File: config.mk
export PLATFORM = sky130hd
export DESIGN_NAME = dms_lpf_trim_cal
export DESIGN_NICKNAME = d
export VERILOG_FILES = /design/src/rtl/dms_pkg.sv /design/src/rtl/dms_settle_vote.sv /design/src/rtl/dms_lpf_trim_cal.sv
export SDC_FILE = /design/constraint.sdc
export NUM_CORES = 1
export LEC_CHECK = 0
export CORE_MARGIN = 4
export CORE_UTILIZATION = 25
export CTS_BUF_LIST = sky130_fd_sc_hd__clkbuf_4
export DETAILED_ROUTE_END_ITERATION = 8
export HOLD_SLACK_MARGIN = 0.05
export PLACE_DENSITY_LB_ADDON = 0.2
export SLEW_MARGIN = 20
export SYNTH_ARGS = -nofsm -noshare
export SYNTH_HDL_FRONTEND = slang
export SYNTH_SLANG_ARGS = --single-unit
File: constraint.sdc
create_clock -name CLK -period 1.4 [get_ports CLK]
set_input_delay 0.35 -clock CLK [delete_from_list [all_inputs] [get_ports CLK]]
set_output_delay 0.35 -clock CLK [all_outputs]
set_load 0.05 [all_outputs]
File: src/rtl/dms_pkg.sv
// Shared types and constants for the DMS low-pass-filter trim calibration block.
package dms_pkg;

  localparam int   DMS_TRIM_W    = 4;
  localparam int   DMS_SETTLE_CW = 10;
  localparam int   DMS_VOTE_CW   = 5;
  localparam logic DMS_CMP_HIGH  = 1'b1;

  typedef enum logic [2:0] {
    ST_IDLE     = 3'd0,
    ST_G_SET    = 3'd1,
    ST_G_SETTLE = 3'd2,
    ST_G_VOTE   = 3'd3,
    ST_P_SET    = 3'd4,
    ST_P_SETTLE = 3'd5,
    ST_P_VOTE   = 3'd6,
    ST_DONE     = 3'd7
  } dms_trim_cal_state_e;

  function automatic logic dms_cmp_hit(input logic cmp);
    return cmp == DMS_CMP_HIGH;
  endfunction

endpackage

File: src/rtl/dms_settle_vote.sv
// Settle timer followed by a majority voter; go restarts it, decide marks the last vote cycle.
module dms_settle_vote
  import dms_pkg::*;
#(
  parameter int SETTLE_CYC = 64,
  parameter int VOTE_N     = 7
) (
  input  logic CLK,
  input  logic RST_N,
  input  logic go,
  input  logic CMP,
  output logic settle_done,
  output logic decide,
  output logic majority
);

  if ((VOTE_N % 2) == 0 || VOTE_N < 1 || VOTE_N > 31) begin : g_bad_vote_n
    $error("dms_settle_vote: VOTE_N must be odd and within 1..31");
  end
  if (SETTLE_CYC < 1 || SETTLE_CYC > 1023) begin : g_bad_settle
    $error("dms_settle_vote: SETTLE_CYC must be within 1..1023");
  end

  localparam logic [DMS_SETTLE_CW-1:0] SETTLE_LAST = DMS_SETTLE_CW'(SETTLE_CYC - 1);
  localparam logic [DMS_VOTE_CW-1:0]   VOTE_LAST   = DMS_VOTE_CW'(VOTE_N - 1);
  localparam logic [DMS_VOTE_CW:0]     VOTE_HALF   = (DMS_VOTE_CW + 1)'(VOTE_N / 2);

  logic                     act_q, act_d;
  logic                     vote_q, vote_d;
  logic [DMS_SETTLE_CW-1:0] scnt_q, scnt_d;
  logic [DMS_VOTE_CW-1:0]   vcnt_q, vcnt_d;
  logic [DMS_VOTE_CW-1:0]   ones_q, ones_d;
  logic [DMS_VOTE_CW:0]     ones_tot;

  // The current CMP sample is folded in so the decision lands on the last vote cycle.
  assign ones_tot    = {1'b0, ones_q} + {{DMS_VOTE_CW{1'b0}}, dms_cmp_hit(CMP)};
  assign settle_done = act_q & ~vote_q & (scnt_q == SETTLE_LAST);
  assign decide      = act_q &  vote_q & (vcnt_q == VOTE_LAST);
  assign majority    = ones_tot > VOTE_HALF;

  always_comb begin
    act_d  = act_q;
    vote_d = vote_q;
    scnt_d = scnt_q;
    vcnt_d = vcnt_q;
    ones_d = ones_q;
    if (go) begin
      act_d  = 1'b1;
      vote_d = 1'b0;
      scnt_d = '0;
      vcnt_d = '0;
      ones_d = '0;
    end else if (settle_done) begin
      vote_d = 1'b1;
    end else if (act_q && !vote_q) begin
      scnt_d = scnt_q + DMS_SETTLE_CW'(1);
    end else if (decide) begin
      act_d = 1'b0;
    end else if (act_q) begin
      vcnt_d = vcnt_q + DMS_VOTE_CW'(1);
      ones_d = ones_tot[DMS_VOTE_CW-1:0];
    end
  end

  always_ff @(posedge CLK) begin
    if (!RST_N) begin
      act_q  <= 1'b0;
      vote_q <= 1'b0;
      scnt_q <= '0;
      vcnt_q <= '0;
      ones_q <= '0;
    end else begin
      act_q  <= act_d;
      vote_q <= vote_d;
      scnt_q <= scnt_d;
      vcnt_q <= vcnt_d;
      ones_q <= ones_d;
    end
  end

endmodule

File: src/rtl/dms_lpf_trim_cal.sv
// SAR calibration of the DMS LPF gain then pole trim codes from a voted comparator.
// Pole phase is built only with DMS_TRIM_CAL_POLE_EN defined; otherwise gain-only.
module dms_lpf_trim_cal
  import dms_pkg::*;
#(
  parameter int                    SETTLE_CYC   = 64,
  parameter int                    VOTE_N       = 7,
  parameter logic [DMS_TRIM_W-1:0] POLE_DEFAULT = 4'd4
) (
  input  logic                  CLK,
  input  logic                  RST_N,
  input  logic                  START,
  input  logic                  CMP,
  output logic                  STIM_SEL,
  output logic [DMS_TRIM_W-1:0] gainTrim,
  output logic [DMS_TRIM_W-1:0] poleTrim,
  output logic                  BUSY,
  output logic                  DONE
);

  localparam logic [1:0]            IDX_MSB  = 2'(DMS_TRIM_W - 1);
  localparam logic [DMS_TRIM_W-1:0] GAIN_RST = {1'b1, {(DMS_TRIM_W-1){1'b0}}};

  dms_trim_cal_state_e   state_q, state_d;
  logic [1:0]            idx_q, idx_d;
  logic [DMS_TRIM_W-1:0] gain_q, gain_d;
  logic                  go, settle_done, decide, majority;

`ifdef DMS_TRIM_CAL_POLE_EN
  logic [DMS_TRIM_W-1:0] pole_q, pole_d;
  logic                  stim_q, stim_d;
`endif

  assign go = (state_q == ST_G_SET) || (state_q == ST_P_SET);

  dms_settle_vote #(
    .SETTLE_CYC (SETTLE_CYC),
    .VOTE_N     (VOTE_N)
  ) u_settle_vote (
    .CLK         (CLK),
    .RST_N       (RST_N),
    .go          (go),
    .CMP         (CMP),
    .settle_done (settle_done),
    .decide      (decide),
    .majority    (majority)
  );

  always_comb begin
    state_d = state_q;
    idx_d   = idx_q;
    gain_d  = gain_q;
`ifdef DMS_TRIM_CAL_POLE_EN
    pole_d  = pole_q;
    stim_d  = stim_q;
`endif
    case (state_q)
      ST_IDLE, ST_DONE: begin
        if (START) begin
          state_d = ST_G_SET;
          gain_d  = '0;
          idx_d   = IDX_MSB;
`ifdef DMS_TRIM_CAL_POLE_EN
          pole_d  = POLE_DEFAULT;
`endif
        end
      end
      ST_G_SET: begin
        gain_d[idx_q] = 1'b1;
        state_d       = ST_G_SETTLE;
      end
      ST_G_SETTLE: if (settle_done) state_d = ST_G_VOTE;
      ST_G_VOTE: begin
        if (decide) begin
          if (majority) gain_d[idx_q] = 1'b0;
          if (idx_q != 2'd0) begin
            idx_d   = idx_q - 2'd1;
            state_d = ST_G_SET;
          end else begin
`ifdef DMS_TRIM_CAL_POLE_EN
            // Stimulus flips here so the first pole settle window absorbs it.
            state_d = ST_P_SET;
            idx_d   = IDX_MSB;
            pole_d  = '0;
            stim_d  = 1'b1;
`else
            state_d = ST_DONE;
`endif
          end
        end
      end
`ifdef DMS_TRIM_CAL_POLE_EN
      ST_P_SET: begin
        pole_d[idx_q] = 1'b1;
        state_d       = ST_P_SETTLE;
      end
      ST_P_SETTLE: if (settle_done) state_d = ST_P_VOTE;
      ST_P_VOTE: begin
        if (decide) begin
          if (majority) pole_d[idx_q] = 1'b0;
          if (idx_q != 2'd0) begin
            idx_d   = idx_q - 2'd1;
            state_d = ST_P_SET;
          end else begin
            state_d = ST_DONE;
            stim_d  = 1'b0;
          end
        end
      end
`endif
      default: state_d = ST_IDLE;
    endcase
  end

  always_ff @(posedge CLK) begin
    if (!RST_N) begin
      state_q <= ST_IDLE;
      idx_q   <= IDX_MSB;
      gain_q  <= GAIN_RST;
    end else begin
      state_q <= state_d;
      idx_q   <= idx_d;
      gain_q  <= gain_d;
    end
  end

`ifdef DMS_TRIM_CAL_POLE_EN
  always_ff @(posedge CLK) begin
    if (!RST_N) begin
      pole_q <= POLE_DEFAULT;
      stim_q <= 1'b0;
    end else begin
      pole_q <= pole_d;
      stim_q <= stim_d;
    end
  end
  assign poleTrim = pole_q;
  assign STIM_SEL = stim_q;
`else
  assign poleTrim = POLE_DEFAULT;
  assign STIM_SEL = 1'b0;
`endif

  assign gainTrim = gain_q;
  assign BUSY     = (state_q != ST_IDLE) && (state_q != ST_DONE);
  assign DONE     = (state_q == ST_DONE);

endmodule
Yosys cells after proc, flatten, opt, wreduce, memory -nomap -nowiden
Cells that the tools add are included.

Output and inout bits: 11. Word-level logic and storage cells: 80. Input bits: 4. Register bits after elaboration: 31.

Eq/ne operators: 15. Muxes and demuxes: 19. Add/sub/neg operators: 4. $lt $le $gt $ge: 3. Bitwise logic cells: 12. Reduce and logical (&&, ||, !) cells: 19.

Operators by type and width (count): $ne 2x2->1 const B (7); $mux 3 (4); $mux 4 (3); $pmux 3 s4 (1); $pmux 4 s3 (1); $reduce_and 4->1 (3); $add 10x1->10 const B (1); $eq 10x6->1 const B (1); $add 5x1->6 (1); $eq 3x2->1 const B (2); $eq 3x3->1 const B (2); $gt 6x2->1 const B (1); $mux 2 (3); $reduce_and 3->1 (2); $reduce_bool 2->1 (3); $reduce_bool 3->1 (2); $add 5x1->5 const B (1); $eq 5x3->1 const B (1); $mux 1 (5); $not 1->1 (5); $and 1x1->1 (4); $and 4x4->4 (1); $not 4->4 (1); $or 4x4->4 (1); 13 further kinds (16).

Depth between registers and ports, before layout
Word-level depth: 9. Gate-level depth with buffers: 6. Gate-level depth less buffers: 6.

Cells and area by module
A second synthesis with hierarchy kept.

Cell total of the unflattened synthesis: 199. Area total of the unflattened synthesis: 1717.9 um^2.

Modules (own cells, without submodules): dms_settle_vote (instances 1, seq. area each 440.4 um^2, cells each 119, area an instance 1074.8 um^2); dms_lpf_trim_cal (instances 1, seq. area each 180.2 um^2, cells each 80, area an instance 643.1 um^2).

Least setup slack after synthesis
Ideal clock, no wire load.

Kind: register to register. Start: reg state_q[0]. End: reg gain_q[0] (netlist: gainTrim[0]). Period minus slack after synthesis: 2.092 ns. Required time: 1.270 ns. Path slack: -0.692 ns. Path buffers: 1. Arrival time: 1.961 ns. Cell stages (with the launch flop): 6. Setup time: 0.130 ns. Cell sequence: dfxtp_1 buf_2 and3_1 nor2_1 a2bb2oi_1 a21oi_1.

Cells in the longest elaborated chain, start to end: 4. Elaborated cells on any way between the ends: 11. Classes of those cells: eq/ne: 6; mux: 1; reduce/logical: 4.

RTL lines: from (decl) (RTL line dms_lpf_trim_cal.sv:24) `dms_trim_cal_state_e state_q, state_d;`; from (signal assigned) (RTL line dms_lpf_trim_cal.sv:121) `state_q <= state_d;`; $eq 3x3->1 *; net DONE (RTL line dms_lpf_trim_cal.sv:18) `output logic DONE`; $reduce_or 2->1 * (RTL line dms_lpf_trim_cal.sv:57) `case (state_q)`; $ne 2x2->1 (no line) / $reduce_bool 3->1 (equally long branches); $reduce_and 4->1 (no line); to (signal assigned) (RTL line dms_lpf_trim_cal.sv:123) `gain_q <= gain_d;`; to (decl) (RTL line dms_lpf_trim_cal.sv:26) `logic [DMS_TRIM_W-1:0] gain_q, gain_d;`.

The timed path passes the listed nets; every way through them passes the cells marked *. A chain may end at the register's enable or synchronous reset.

Worst setup path in the final report
Start: reg state_q[0]. End: out BUSY.

Cells in the longest elaborated chain, start to end: 2. Elaborated cells on any way between the ends: 3. Classes of those cells: eq/ne: 1; reduce/logical: 2.

RTL lines: $ne 3x3->1 / $reduce_bool 3->1 (equally long branches) (RTL line dms_lpf_trim_cal.sv:145) `assign BUSY = (state_q != ST_IDLE) && (state_q != ST_DONE);`; $logic_and 1x1->1 * (RTL line dms_lpf_trim_cal.sv:145); to (decl) (RTL line dms_lpf_trim_cal.sv:17) `output logic BUSY,`.

Every way passes the cells marked *; elsewhere a longest branch is shown, timed or not.

==> run_results.csv <==
group,metric,value,unit
run_status,status,"finished with violations",
run_status,violations,"negative setup slack",
hold_path,hold_path.class,"register to register",
synthesis,ys_warn_count,0,
sta,finalSetupViolCount,10,
placement,portBuffers,9,
sta,fin_skew,21.26,ps
global_route,antenna_found_initial,0,
cells_and_area,syn_to_final_growth,61.72,%
setup_path,r2r_slack,-180,ps
power_and_ir_drop,p_clk_share,35.0,%
sta,layout_setup_ws,-225.1,ps
power_and_ir_drop,p_switching,0.5333,mW
hold_path,min_path_cells,2,
clocking,cts.hold.buffers_added,0,
detailed_routing,routedWlPerCell,12.04,µm
power_and_ir_drop,cellPowerDensity,706.2,mW/mm²
global_route,grt_pass1_wl,6.893,mm
setup_path,crit_path_start_kind,"register",
synthesis,synth_edf_count,0,
sta,finalCritPeriodShare,116.1,%
power_and_ir_drop,swShare,27.01,%
cells_and_area,fin_nets,279,
sta,fmax,615.3,MHz
synthesis,synth_top_area_share,35.89,%
setup_path,critical_path_required,1050,ps
die,io_pins,15,
clocking,cts_tree,"yes",
detailed_routing,drt-pass1-iter-count,4,
sta,min_period,1625,ps
cells_and_area,multi_input_area,0.001292,mm²
placement,place_congestion,0.7510,
setup_path,path_max_fanout,3,
power_and_ir_drop,pwr-share-seq,46.2,%
sta,rsz0062_at_grt,"true",
detailed_routing,post-route-drc-count,0,
flow_run,maxCapViolations,0,
global_route,overflow,0,
synthesis,ys_top_cells_by_count,"31 x dfxtp_1, 28 x nor2_1, 13 x a21oi_1",
setup_path,worstReg2RegStart,"state_q[0]",
placement,placed_area,0.002338,mm²
die,die_h,91.17,µm
clocking,htreeDepth,2,
synthesis,synth_top_area_cell,"dfxtp_1",
cells_and_area,final_area,0.002796,mm²
global_route,track_usage,10.19,%
placement,place_hpwl,2.898,mm
clocking,cts_buffers,5,
setup_path,worstRegToRegCells,6,
synthesis,synth-seq-area-share,35.89,%
sta,hold_viol,0,
synthesis,synth.avg_cell_area,8.689,µm²
setup_path,end_kind,"primary output",
die,initial_utilization,25.59,%
sta,hold_ws,518.6,ps
sta,slew_viol_final,0,
hold_path,hold_end,"u_settle_vote.ones_q[0]",
placement,pre_cts_ws,-537.5,ps
die,die_x,91.17,µm
setup_path,r2r_end,"idx_q[1]",
setup_path,path_class,"register to primary output",
clocking,clkTransAtPathRegs,120,ps
sta,fin_setup_tns,-937.9,ps
global_route,first_global_vias,1537,
synthesis,yosysMostFrequentCell,"dfxtp_1",
detailed_routing,drt_iter0_drc,45,
synthesis,synth_cells,199,
synthesis,ys_types,48,
detailed_routing,vias,1579,
clocking,cts_sinks,31,
cells_and_area,drive_gt1_share,47.94,%
clocking,clock_path_buffers,2,
global_route,grt_max_degree,12,
die,die_area,0.008311,mm²
die,core_region_area,0.006756,mm²
cells_and_area,fill_cells,692,
power_and_ir_drop,leakagePower,1.067,nW
synthesis,synth-async-reset-ratio,0,%
synthesis,syn-cell-area,0.001729,mm²
cells_and_area,seqCellArea,644.4,µm²
power_and_ir_drop,p_comb_share,18.8,%
detailed_routing,avgViaCountPerCell,4.550,
setup_path,arrival,1280,ps
clocking,clock_latency,340,ps
cells_and_area,antenna_cells,0,
detailed_routing,drt_wl_total,4.179,mm
die,core.rowCount,30,
synthesis,yosys-top-cells-area,"dfxtp_1 36%, ha_1 6.5%, nor2_1 6.1%",
synthesis,ys_ff_latch,31,
detailed_routing,antenna_left,0,
hold_path,min-delay-start,"u_settle_vote.ones_q[0]",
synthesis,ys.flop_type,"dfxtp_1",
power_and_ir_drop,intPower,1.441,mW
clocking,cts-root-buf,"clkbuf_4",
power_and_ir_drop,ir_drop,292.6,µV
-- area by class of cell --
type	count	area share, %
tap	80	3.579
sequential	31	23.04
clock inverter	3	1.387
multi-input combinational	150	46.22
inverter	8	1.074
timing repair buffer	70	23.36
clock buffer	5	1.342
-- stage by stage --
step | cells | util, % | power (mW)
final | 347 | 41.39 | 1.975
after global routing | 347 | 41.39 | 2.076
after global placement | 325 | 34.61 | 1.235
after detailed placement | 325 | 34.61 | 1.234
after CTS | 342 | 39.04 | 1.983
after floorplan | 202 | - | 1.114
-- cells in the final DEF, fill, tap and decap left out, types with 7 or more instances in the layout --
cell	synthesis	routed
xnor2_1	9	9
nor2_1	28	26
buf_12	0	7
buf_4	5	51
dfxtp_2	0	7
inv_1	8	7
dfxtp_1	31	20
a21oi_1	13	9
nand2_1	8	8
buf_6	1	9
-- power by group through the flow --
stage               Sequential (mW)  Clock, mW  Combinational [mW]
CTS                           0.913      0.727               0.344
finish                        0.912      0.692               0.371
global route                  0.914      0.762               0.400
global placement              0.939          0               0.296
floorplan                     0.945          0               0.169
detailed placement            0.939          0               0.295
-- how the worst max path moves through the flow --
| stage | from | end | slack [ps] | cells after the start |
|---|---|---|---|---|
| global route | state_q[0] | BUSY | -280 | 4 |
| CTS | state_q[0] | BUSY | -260 | 4 |
| floorplan | state_q[2] | idx_q[0] | -20 | 5 |
| finish | state_q[0] | BUSY | -230 | 4 |
| detailed placement | CMP | gainTrim[0] | -540 | 7 |
| global placement | CMP | gainTrim[1] | -530 | 7 |
-- metal layers --
metal  up-vias  part of all wire [%]  global-route usage [%]
li1        822                     -                       -
met3         8                   2.7                   2.900
met2        16                    47                   16.55
met5         -                     0                       0
met4         0                   2.0                   4.523
met1       733                    48                   12.47
-- registers in the layout (all words and copies together) (netlist names) --
name	flops
u_settle_vote.scnt_q	10
u_settle_vote.vcnt_q	5
u_settle_vote.act_q	1
state_q	3
idx_q	2
u_settle_vote.vote_q	1
gainTrim	4
u_settle_vote.ones_q	5
-- cell families (layout without fill, tap and decap cells) --
logic type / Yosys count / in the layout / synth area share, %
and+or+nand+nor: 81 / 81 / 26.48
AOI/OAI and AO/OA: 35 / 35 / 13.68
xor gates and xnor gates: 14 / 14 / 7.091
other: 2 / 5 / 0.4343
buffers and inverters: 21 / 86 / 6.295
DFF: 31 / 31 / 35.89
adders and majority gates: 9 / 9 / 6.512
muxes: 6 / 6 / 3.618
-- worst max-delay path: stages, from the launching register on --
cell	delay (ps)
dfxtp_4	370
and3_4	190
buf_12	120
nor2_4	100
buf_12	140
-- repair_timing --
action	CTS	global route
setup buffers	8	7
pin swaps	13	21
resized for setup	38	29
cloned	1	0
endpoints found under the setup margin	30	31
(Power assumes the default switching activity.)
==> variant, RTL diff (same flow settings) <==
Re-encode `dms_trim_cal_state_e` (8 states) as one-hot, 8 bits wide.
--- a/src/rtl/dms_pkg.sv
+++ b/src/rtl/dms_pkg.sv
@@ -6,15 +6,15 @@
   localparam int   DMS_VOTE_CW   = 5;
   localparam logic DMS_CMP_HIGH  = 1'b1;
 
-  typedef enum logic [2:0] {
-    ST_IDLE     = 3'd0,
-    ST_G_SET    = 3'd1,
-    ST_G_SETTLE = 3'd2,
-    ST_G_VOTE   = 3'd3,
-    ST_P_SET    = 3'd4,
-    ST_P_SETTLE = 3'd5,
-    ST_P_VOTE   = 3'd6,
-    ST_DONE     = 3'd7
+  typedef enum logic [7:0] {
+    ST_IDLE     = 8'b00000001,
+    ST_G_SET    = 8'b00000010,
+    ST_G_SETTLE = 8'b00000100,
+    ST_G_VOTE   = 8'b00001000,
+    ST_P_SET    = 8'b00010000,
+    ST_P_SETTLE = 8'b00100000,
+    ST_P_VOTE   = 8'b01000000,
+    ST_DONE     = 8'b10000000
   } dms_trim_cal_state_e;
 
   function automatic logic dms_cmp_hit(input logic cmp);
Check against the original RTL: no difference found for any inputs over 10 cycles, from zero or initial values and one cycle with RST_N low; not proved beyond that.
==> variant against the unedited design <==
The run still ends with negative setup slack left; cell area rose by 13%; routed wire length rose by 16%; count of clock-buffer cells in the layout did not move; synthesized cell count rose by 9.0%; setup slack got worse by 0.19 ns; first-iteration DRC count fell by 29%; area after synthesis rose by 6.5%; sequential cell count rose by 2; critical path type unchanged; highest routed layer unchanged.
Power is not compared: it rests on default switching activity, and its combinational part moved more than twofold at a synthesized area within 25%.
==> variant: results (changes against the unedited design) <==
Clock Pin Slew Worst Setup and Hold Paths 0.11 ns; GRT Residual Overflow 0 (unchanged); NumNets Final 314 (+13%); layout cell share with drive strength beyond 1 53.8% (+5.9 points); top post-synthesis cells by count 39 x nor2_1, 33 x dfxtp_1, 11 x nand2_1; Vias/cell 4.42 (-2.9%); Ys Warns 0 (unchanged); crit path max fanout 2 (-1); crit path DAT 1.46 ns (+0.18 ns); gpl congestion 0.800 (+6.6%); hpwl dp 3240 µm (+12%); FFs w/ async S/R, synth 0% (unchanged); outcome finished with violations; count of non-filler cells in the finished layout 400 (+15%); Leak 1.29 nW; placed cell count 378 (+16%); number of buffers created by CTS 5 (unchanged); Cells after Synth 217 (+9.0%); Slew Viols, Final 0 (unchanged); DRT Pass-1 Iters 4 (unchanged); Iter 0 DRT Violations 32 (-29%); worst setup slack after layout -0.412 ns (-0.187 ns); number of global-route vias before repair 1705 (+11%); Final Hold Viols 0 (unchanged); WL final 4840 µm (+16%); ANT cells 0 (unchanged); worst hold path class reg -> reg; sequential share of the synthesized area 35.9% (about the same); Max Buffers Root-to-Sink 2 (unchanged); Clock Skew 0.0147 ns (-0.00659 ns); Final setup viols 31 (+21); post-synth cell types 48 (unchanged); Final TNS setup -5.40 ns (-4.46 ns); gr usage total 10.8% (+0.65 points); H-tree Lvls 2 (unchanged); PortBufs 9 (unchanged); Largest register FFs 10 (unchanged); Main synth FF type dfxtp_1; top post-synthesis cells by area dfxtp_1 36%, nor2_1 7.9%, ha_1 6.8%, xnor2_1 3.8%, xor2_1 3.8%; worst vdd ir 0.461 mV; first-pass GRT wire length 7730 µm (+12%); worst skew pair latency 0.33 ns; failing checks negative setup slack; fill count 720 (+4.0%)
[variant: cell types whose count changed after synthesis, moves of 3 or more]
cell      delta
a31oi_1      +3
xor2_1       +3
o31a_1       +4
nor2_1      +11
a21oi_1      -4
nor3_1       +3
o21ai_1      +3
o21ai_0      -3
nand2_1      +3
nand2b_1     +3
[variant: worst max-delay path, stage by stage (launching register included)]
cell	delay (ns)
dfxtp_2	0.34
buf_6	0.11
or4_4	0.52
buf_8	0.17
[variant: final timing paths]
kind,slack (ns),from,depth (start not counted),to
min,0.57,idx_q[0]$_SDFFE_PN1P_,2,idx_q[0]$_SDFFE_PN1P_
max,-0.41,state_q[1]$_SDFFE_PN0P_,3,BUSY
max reg2reg,-0.40,u_settle_vote.scnt_q[9]$_SDFFE_PP0P_,5,state_q[7]$_SDFFE_PN0P_
min reg2reg,0.57,idx_q[0]$_SDFFE_PN1P_,2,idx_q[0]$_SDFFE_PN1P_
[variant: repair_timing]
action                                  4_1_cts  5_1_grt
gates cloned                                  1        2
setup buffers                                 4       10
hold buffers                                  0        0
endpoints found under the setup margin       34       35
pin swaps                                    30       28
gates resized for setup                      60       38
[variant: logic make-up (layout without fill, tap and decap cells)]
kind of cell	Yosys count	count (layout)	synth area share, %
buffers and inverters	19	99	5.03
XOR/XNOR	16	16	7.61
adder cells (fa/ha/maj)	10	10	6.79
AND/OR/NAND/NOR	96	97	27.6
other	2	5	0.408
multiplexers	4	4	2.24
flip-flops	33	33	35.9
AO/OA/AOI/OAI	37	37	14.5
[variant: metrics by stage]
stage / worst slack (ns) / cell area [µm²] / hold WS, ns
after floorplan: -0.345 / 1960 / 0.457
after global placement: -0.721 / 2600 / 0.499
after detailed placement: -0.745 / 2600 / 0.507
after CTS: -0.439 / 2900 / 0.565
after global routing: -0.477 / 3160 / 0.600
final: -0.412 / 3160 / 0.571
[variant: metal layers]
metal	global-route usage, %	wire [µm]
met5	0	0
met4	2.89	42
met3	2.64	133
met2	19.1	2540
met1	13.1	2120
[variant: power by group]
part / switching [mW] / internal, mW
Sequential: 0.0558 / 1.01
Clock: 0.322 / 0.182
Combinational: 0.822 / 0.945
[variant: layout make-up]
cell class              count  area share (%)
multi-input cells         169            45.6
repair buffers             85            26.5
flip-flops and latches     33            21.7
well taps                  99            3.92
clock buffers               5            1.19
inverters                   6           0.712
clock inverters             3           0.396
